`src/rtl/pwm_ramp_ctrl.sv`:
```
// Purpose : soft-start sequencer driving enable/period/dutty of one pwm generator; ramps duty
//           toward a commanded target one step per PWM frame, holds it, and ramps down on stop.
// Latency : all outputs registered; changes appear 1 clk after command acceptance or frame_end.
// Backpr. : cmd_ready high only in IDLE and HOLD (and low in HOLD while stop is asserted).
// Ports   : clk/rst (async active-high); cmd_valid/cmd_ready/cmd_period/cmd_duty/cmd_step
//           command handshake; stop ramp-down request; pwm_enable/pwm_period/pwm_dutty to pwm;
//           busy (RAMP|STOP), done (ramp-down complete pulse), err (rejected command pulse).
module pwm_ramp_ctrl #(
    parameter int unsigned TICK_DIV = 100
) (
    input  logic        clk,
    input  logic        rst,
    input  logic        cmd_valid,
    output logic        cmd_ready,
    input  logic [31:0] cmd_period,
    input  logic [31:0] cmd_duty,
    input  logic [15:0] cmd_step,
    input  logic        stop,
    output logic        pwm_enable,
    output logic [31:0] pwm_period,
    output logic [31:0] pwm_dutty,
    output logic        busy,
    output logic        done,
    output logic        err
);

    localparam int TW = (TICK_DIV > 2) ? $clog2(TICK_DIV) : 1;

    typedef enum logic [1:0] {IDLE, RAMP, HOLD, STOP} state_t;

    state_t      state, nxt_state;
    logic [TW-1:0] tick_cnt;
    logic        tick;
    logic [31:0] frame_cnt;
    logic        frame_end;

    logic [31:0] target, nxt_target;
    logic [15:0] step, nxt_step;
    logic [31:0] pend_period, nxt_pend_period;
    logic        pend, nxt_pend;
    logic        nxt_enable, nxt_done, nxt_err;
    logic [31:0] nxt_period, nxt_dutty;

    logic        accept, cmd_ok;
    logic [32:0] sum_up, diff_dn, tgt33;
    logic [31:0] stepped;

    // Free-running microsecond tick.
    assign tick = (tick_cnt == TW'(TICK_DIV - 1));

    always_ff @(posedge clk or posedge rst) begin
        if (rst)       tick_cnt <= '0;
        else if (tick) tick_cnt <= '0;
        else           tick_cnt <= tick_cnt + 1'b1;
    end

    // Frame counter: one frame is pwm_period+1 ticks, held at 0 while disabled.
    assign frame_end = pwm_enable & tick & (frame_cnt == pwm_period);

    always_ff @(posedge clk or posedge rst) begin
        if (rst)             frame_cnt <= '0;
        else if (!pwm_enable) frame_cnt <= '0;
        else if (tick)       frame_cnt <= (frame_cnt == pwm_period) ? 32'd0 : frame_cnt + 32'd1;
    end

    // Stop wins over a same-cycle command in HOLD, so ready drops with it.
    assign cmd_ready = (state == IDLE) | ((state == HOLD) & ~stop);
    assign busy      = (state == RAMP) | (state == STOP);
    assign accept    = cmd_valid & cmd_ready;
    assign cmd_ok    = (cmd_period != 32'd0) && (cmd_duty <= cmd_period);

    // One step toward target, computed in 33 bits and clamped so it never overshoots or wraps.
    always_comb begin
        tgt33   = {1'b0, target};
        sum_up  = {1'b0, pwm_dutty} + {17'b0, step};
        diff_dn = {1'b0, pwm_dutty} - {17'b0, step};
        if (pwm_dutty < target)
            stepped = (sum_up >= tgt33) ? target : sum_up[31:0];
        else
            stepped = (diff_dn[32] || (diff_dn < tgt33)) ? target : diff_dn[31:0];
    end

    always_comb begin
        nxt_state       = state;
        nxt_enable      = pwm_enable;
        nxt_period      = pwm_period;
        nxt_dutty       = pwm_dutty;
        nxt_target      = target;
        nxt_step        = step;
        nxt_pend_period = pend_period;
        nxt_pend        = pend;
        nxt_done        = 1'b0;
        nxt_err         = 1'b0;

        case (state)
            IDLE: begin
                if (accept) begin
                    if (!cmd_ok) begin
                        nxt_err = 1'b1;
                    end else begin
                        nxt_enable = 1'b1;
                        nxt_period = cmd_period;
                        nxt_dutty  = (cmd_step != 16'd0) ? 32'd0 : cmd_duty;
                        nxt_target = cmd_duty;
                        nxt_step   = cmd_step;
                        nxt_pend   = 1'b0;
                        nxt_state  = ((cmd_step != 16'd0) && (cmd_duty != 32'd0)) ? RAMP : HOLD;
                    end
                end
            end

            RAMP: begin
                if (frame_end) begin
                    // A retarget from HOLD spends its first boundary updating the period only.
                    if (pend) begin
                        nxt_period = pend_period;
                        nxt_pend   = 1'b0;
                        if (pwm_dutty == target) nxt_state = HOLD;
                    end else begin
                        nxt_dutty = stepped;
                        if (stepped == target) nxt_state = HOLD;
                    end
                end
            end

            HOLD: begin
                if (frame_end && pend) begin
                    nxt_period = pend_period;
                    nxt_pend   = 1'b0;
                    if (step == 16'd0) nxt_dutty = target;
                end
                if (accept) begin
                    if (!cmd_ok) begin
                        nxt_err = 1'b1;
                    end else begin
                        nxt_target      = cmd_duty;
                        nxt_step        = cmd_step;
                        nxt_pend_period = cmd_period;
                        nxt_pend        = 1'b1;
                        if (cmd_step != 16'd0) nxt_state = RAMP;
                    end
                end
            end

            STOP: begin
                if (frame_end) begin
                    if (pwm_dutty == 32'd0) begin
                        nxt_enable = 1'b0;
                        nxt_period = 32'd0;
                        nxt_pend   = 1'b0;
                        nxt_done   = 1'b1;
                        nxt_state  = IDLE;
                    end else if (pend) begin
                        nxt_period = pend_period;
                        nxt_pend   = 1'b0;
                    end else begin
                        nxt_dutty = stepped;
                    end
                end
            end

            default: nxt_state = IDLE;
        endcase

        // Stop overrides any transition chosen above; a zero step would never reach 0.
        if (stop && ((state == RAMP) || (state == HOLD))) begin
            nxt_target = 32'd0;
            nxt_state  = STOP;
            if (step == 16'd0) nxt_step = 16'd1;
        end
    end

    always_ff @(posedge clk or posedge rst) begin
        if (rst) begin
            state       <= IDLE;
            pwm_enable  <= 1'b0;
            pwm_period  <= '0;
            pwm_dutty   <= '0;
            target      <= '0;
            step        <= '0;
            pend_period <= '0;
            pend        <= 1'b0;
            done        <= 1'b0;
            err         <= 1'b0;
        end else begin
            state       <= nxt_state;
            pwm_enable  <= nxt_enable;
            pwm_period  <= nxt_period;
            pwm_dutty   <= nxt_dutty;
            target      <= nxt_target;
            step        <= nxt_step;
            pend_period <= nxt_pend_period;
            pend        <= nxt_pend;
            done        <= nxt_done;
            err         <= nxt_err;
        end
    end

endmodule

```
`config.mk`:
```
export PLATFORM = sky130hd
export DESIGN_NAME = pwm_ramp_ctrl
export DESIGN_NICKNAME = d
export VERILOG_FILES = /design/src/rtl/pwm_ramp_ctrl.sv
export SDC_FILE = /design/constraint.sdc
export NUM_CORES = 1
export LEC_CHECK = 0
export CORE_ASPECT_RATIO = 0.6
export CORE_MARGIN = 4
export CORE_UTILIZATION = 40
export DETAILED_ROUTE_END_ITERATION = 8
export SLEW_MARGIN = 10
export SYNTH_ARGS = -nofsm -noshare
export SYNTH_HDL_FRONTEND = slang
export SYNTH_SLANG_ARGS = --single-unit
```
`constraint.sdc`:
```
create_clock -name clk -period 8.6 [get_ports clk]
set_input_delay 2.58 -clock clk [delete_from_list [all_inputs] [get_ports clk]]
set_output_delay 2.58 -clock clk [all_outputs]
set_load 0.05 [all_outputs]
```
==> metrics.txt <==
run status complete, no violations; Port-buffer cells 152; # hold bufs at CTS 0; period utilisation layout 84.40%; WHS Endpoint tick_cnt[0]$_DFF_PP0_; final std cell area, no fill 18920 sq um; Core Region 39590 sq um; Post-CTS Setup Repair Bufs 0; critical path required time 8.98 ns; Cells after Synth 2002; Fin. Hold Viols 0; Worst Hold Depth 1; layout cells sized above 1 5.974%; post-CTS sizing 0; CP arrival 7.64 ns; IO Pins 153; RSZ-0062 raised after global routing false; Reg2Reg Launch Point pwm_dutty[6]$_DFFE_PP0P_; Fin Hold WS 0.5024 ns; Nets 2347; Primary FF master, synth dfrtp_1; first-pass GRT wire length 96.44 mm; synthesis-to-finish area growth 16.41%; Antenna Nets Post-Route 0; TNS Setup 0 ns; GRT Total Usage 29.10%; clk root buf clkbuf_16; setup violators final 0; Max Cap Violations 0; 1st-iter DRT viols 2138; Initial Util 41.05%; worst min-delay path class reg -> reg; CTS Sinks 189; slew margin rel. 13.30%; Seq. cell area 4730 sq um; Async S/R FF share, synth 100.0%; fin. max-slew vios 0; achievable clock frequency 0.1378 GHz; met2 wire len 24.79 mm; row cnt 56; crit-path max FO 19; Post-synth EDFFs 0; Clk Latency, worst-skew pair 0.47 ns; Routed WL 65.26 mm; Synth Warn # 0; drt wl/cell 24.80 um; skew final 0.01579 ns; sequential element share of the synthesized area 29.10%; vias in the first global route 14981; Die Y 164.1 um; Crit. Startpoint pwm_dutty[6]$_DFFE_PP0P_; top sig layer met5; via count 16365; Clk pin slew, worst setup/hold paths 0.09 ns; WL met3 8.275 mm; critical path endpoint category register; # DRC 0; H-Tree Level Count 4; largest net degree at the start of global routing 74; Max clock buf depth 2; die area 44020 sq um; mapped cell area 16250 sq um; Mean Syn Cell Area 8.118 sq um; crit path launch type register; Filler Cell Count 3844; placer congestion estimate 1.014; count of cell types in the netlist 80; Reg2Reg Depth 22; Multi-input gate area 10650 sq um; Hold Crit Start tick_cnt[0]$_DFF_PP0_; fin crit period 7.258 ns; register bit total from synthesis 189; initial antenna violation count 1; placed inst area 18300 sq um; Crit Path Category reg -> reg; post-DP HPWL 49.95 mm; 1st-pass router iterations 7; drt via density 6.218; global route overflow 0; wl on met1 30.96 mm; CTS tree done; Worst-Margin Slew 1.298 ns; die width 268.2 um; R2R Path End state[1]$_DFFE_PP0P_; Reg2Reg Setup Slack 1.34 ns; syn_nets 2253; TritonCTS buffer count 17
-- layer usage --
metal / global-route usage [%] / vias up
li1: - / 7458
met1: 45.17 / 7991
met2: 37.52 / 832
met3: 10.41 / 82
met4: 6.633 / 2
met5: 0 / -
-- how the worst max path moves through the flow --
stage                           endpoint  slack, ns  cells past startpoint
global placement       step[0]$_DFF_PP0_       1.25                     12
detailed placement     step[4]$_DFF_PP0_       1.09                     13
global route          step[10]$_DFF_PP0_       1.04                     13
CTS                    step[4]$_DFF_PP0_       1.57                     13
floorplan                 done$_DFF_PP0_       0.88                      1
finish              state[1]$_DFFE_PP0P_       1.34                     22
-- kinds of logic after synthesis --
family,after synthesis,synth area share [%]
buffers and inverters,241,5.736
XOR/XNOR,134,7.560
AO/OA/AOI/OAI,592,23.10
adder cells (fa/ha/maj),168,13.01
AND/OR/NAND/NOR,641,18.95
flip-flops,189,29.10
multiplexers,37,2.533
-- per-stage QoR --
stage | worst slack (ns) | std cells | utilization [%]
after floorplan | 0.8779 | 2002 | -
after global placement | 1.249 | 2599 | 46.24
after detailed placement | 1.089 | 2599 | 46.24
after CTS | 1.567 | 2631 | 47.78
after global routing | 1.039 | 2631 | 47.78
final | 1.342 | 2632 | 47.79
-- synthesized netlist by cell type (all sizes together) (8+ instances only) --
library cell / n / area share, %
nor2: 222 / 5.1
a21oi: 202 / 6.2
dfrtp: 189 / 29
ha: 165 / 13
nand2: 142 / 3.3
inv: 131 / 3.0
o21ai: 124 / 3.8
xnor2: 103 / 5.6
clkbuf: 93 / 2.2
nor4: 48 / 1.9
nand4: 47 / 1.8
a22oi: 44 / 2.0
nand3: 39 / 1.2
mux2: 33 / 2.3
nor3: 33 / 1.0
a21o: 27 / 1.2
xor2: 27 / 1.5
a31oi: 25 / 1.0
and3: 24 / 0.92
nand2b: 20 / 0.77
o221ai: 19 / 1.0
nor2b: 18 / 0.69
buf: 17 / 0.55
o22ai: 17 / 0.65
a211oi: 15 / 0.69
a221oi: 14 / 0.75
and4: 14 / 0.75
o21a: 14 / 0.65
o31ai: 12 / 0.55
a2111oi: 10 / 0.58
o211ai: 8 / 0.37
-- worst max-delay path, stage by stage (launching register included) --
cell and delay, ns:
dfrtp_1 0.48, ha_1 0.73, o21ai_0 0.26, a2111oi_0 0.54
o21ai_2 0.22, o211ai_1 0.21, buf_4 0.21, nor2_1 0.07
xnor2_1 0.25, inv_1 0.11, ha_1 0.32, nand4_1 0.27
nor3_1 0.10, a221oi_1 0.30, and4_1 0.23, a22oi_1 0.10
and3_1 0.35, nor2_1 0.84, nor2_1 0.12, a2111oi_2 0.43
o2111ai_1 0.35, or3_1 0.47, a31oi_1 0.19
-- cells in the final DEF (no fill, tap or decap), types with 17 or more instances in the layout --
master and count:
nor3_1 33, a31oi_1 24, inv_1 129, nand2_1 142, xor2_1 27, xnor2_1 103
nand2b_1 20, clkbuf_16 17, nor4_1 47, a22oi_1 44, nand4_1 47, a21oi_1 202
nor2b_1 18, o21ai_0 120, a21o_1 27, clkdlybuf4s50_1 152, o221ai_1 19, ha_1 164
nand3_1 38, nor2_1 220, dfrtp_1 189, buf_4 33, and3_1 24, o22ai_1 17
mux2_2 33
-- registers in the layout (all words and copies together) (netlist names) --
register     count
pwm_period      32
tick_cnt         7
pend_period     32
pwm_enable       1
done             1
pend             1
err              1
frame_cnt       32
state            2
target          32
step            16
pwm_dutty       32
-- cell type report --
type	count	share of cell area (%)
clock buffers	17	2.249
flip-flops and latches	189	25.00
inverters	131	2.639
repair buffers	185	9.352
well taps	522	3.452
multi-input cells	1572	56.31
diodes	1	0.01323
clock inverters	15	0.9855
Power is left out: the tool's default activity adds up to more than one toggle a clock period on the data nets, which glitch-free logic cannot reach.
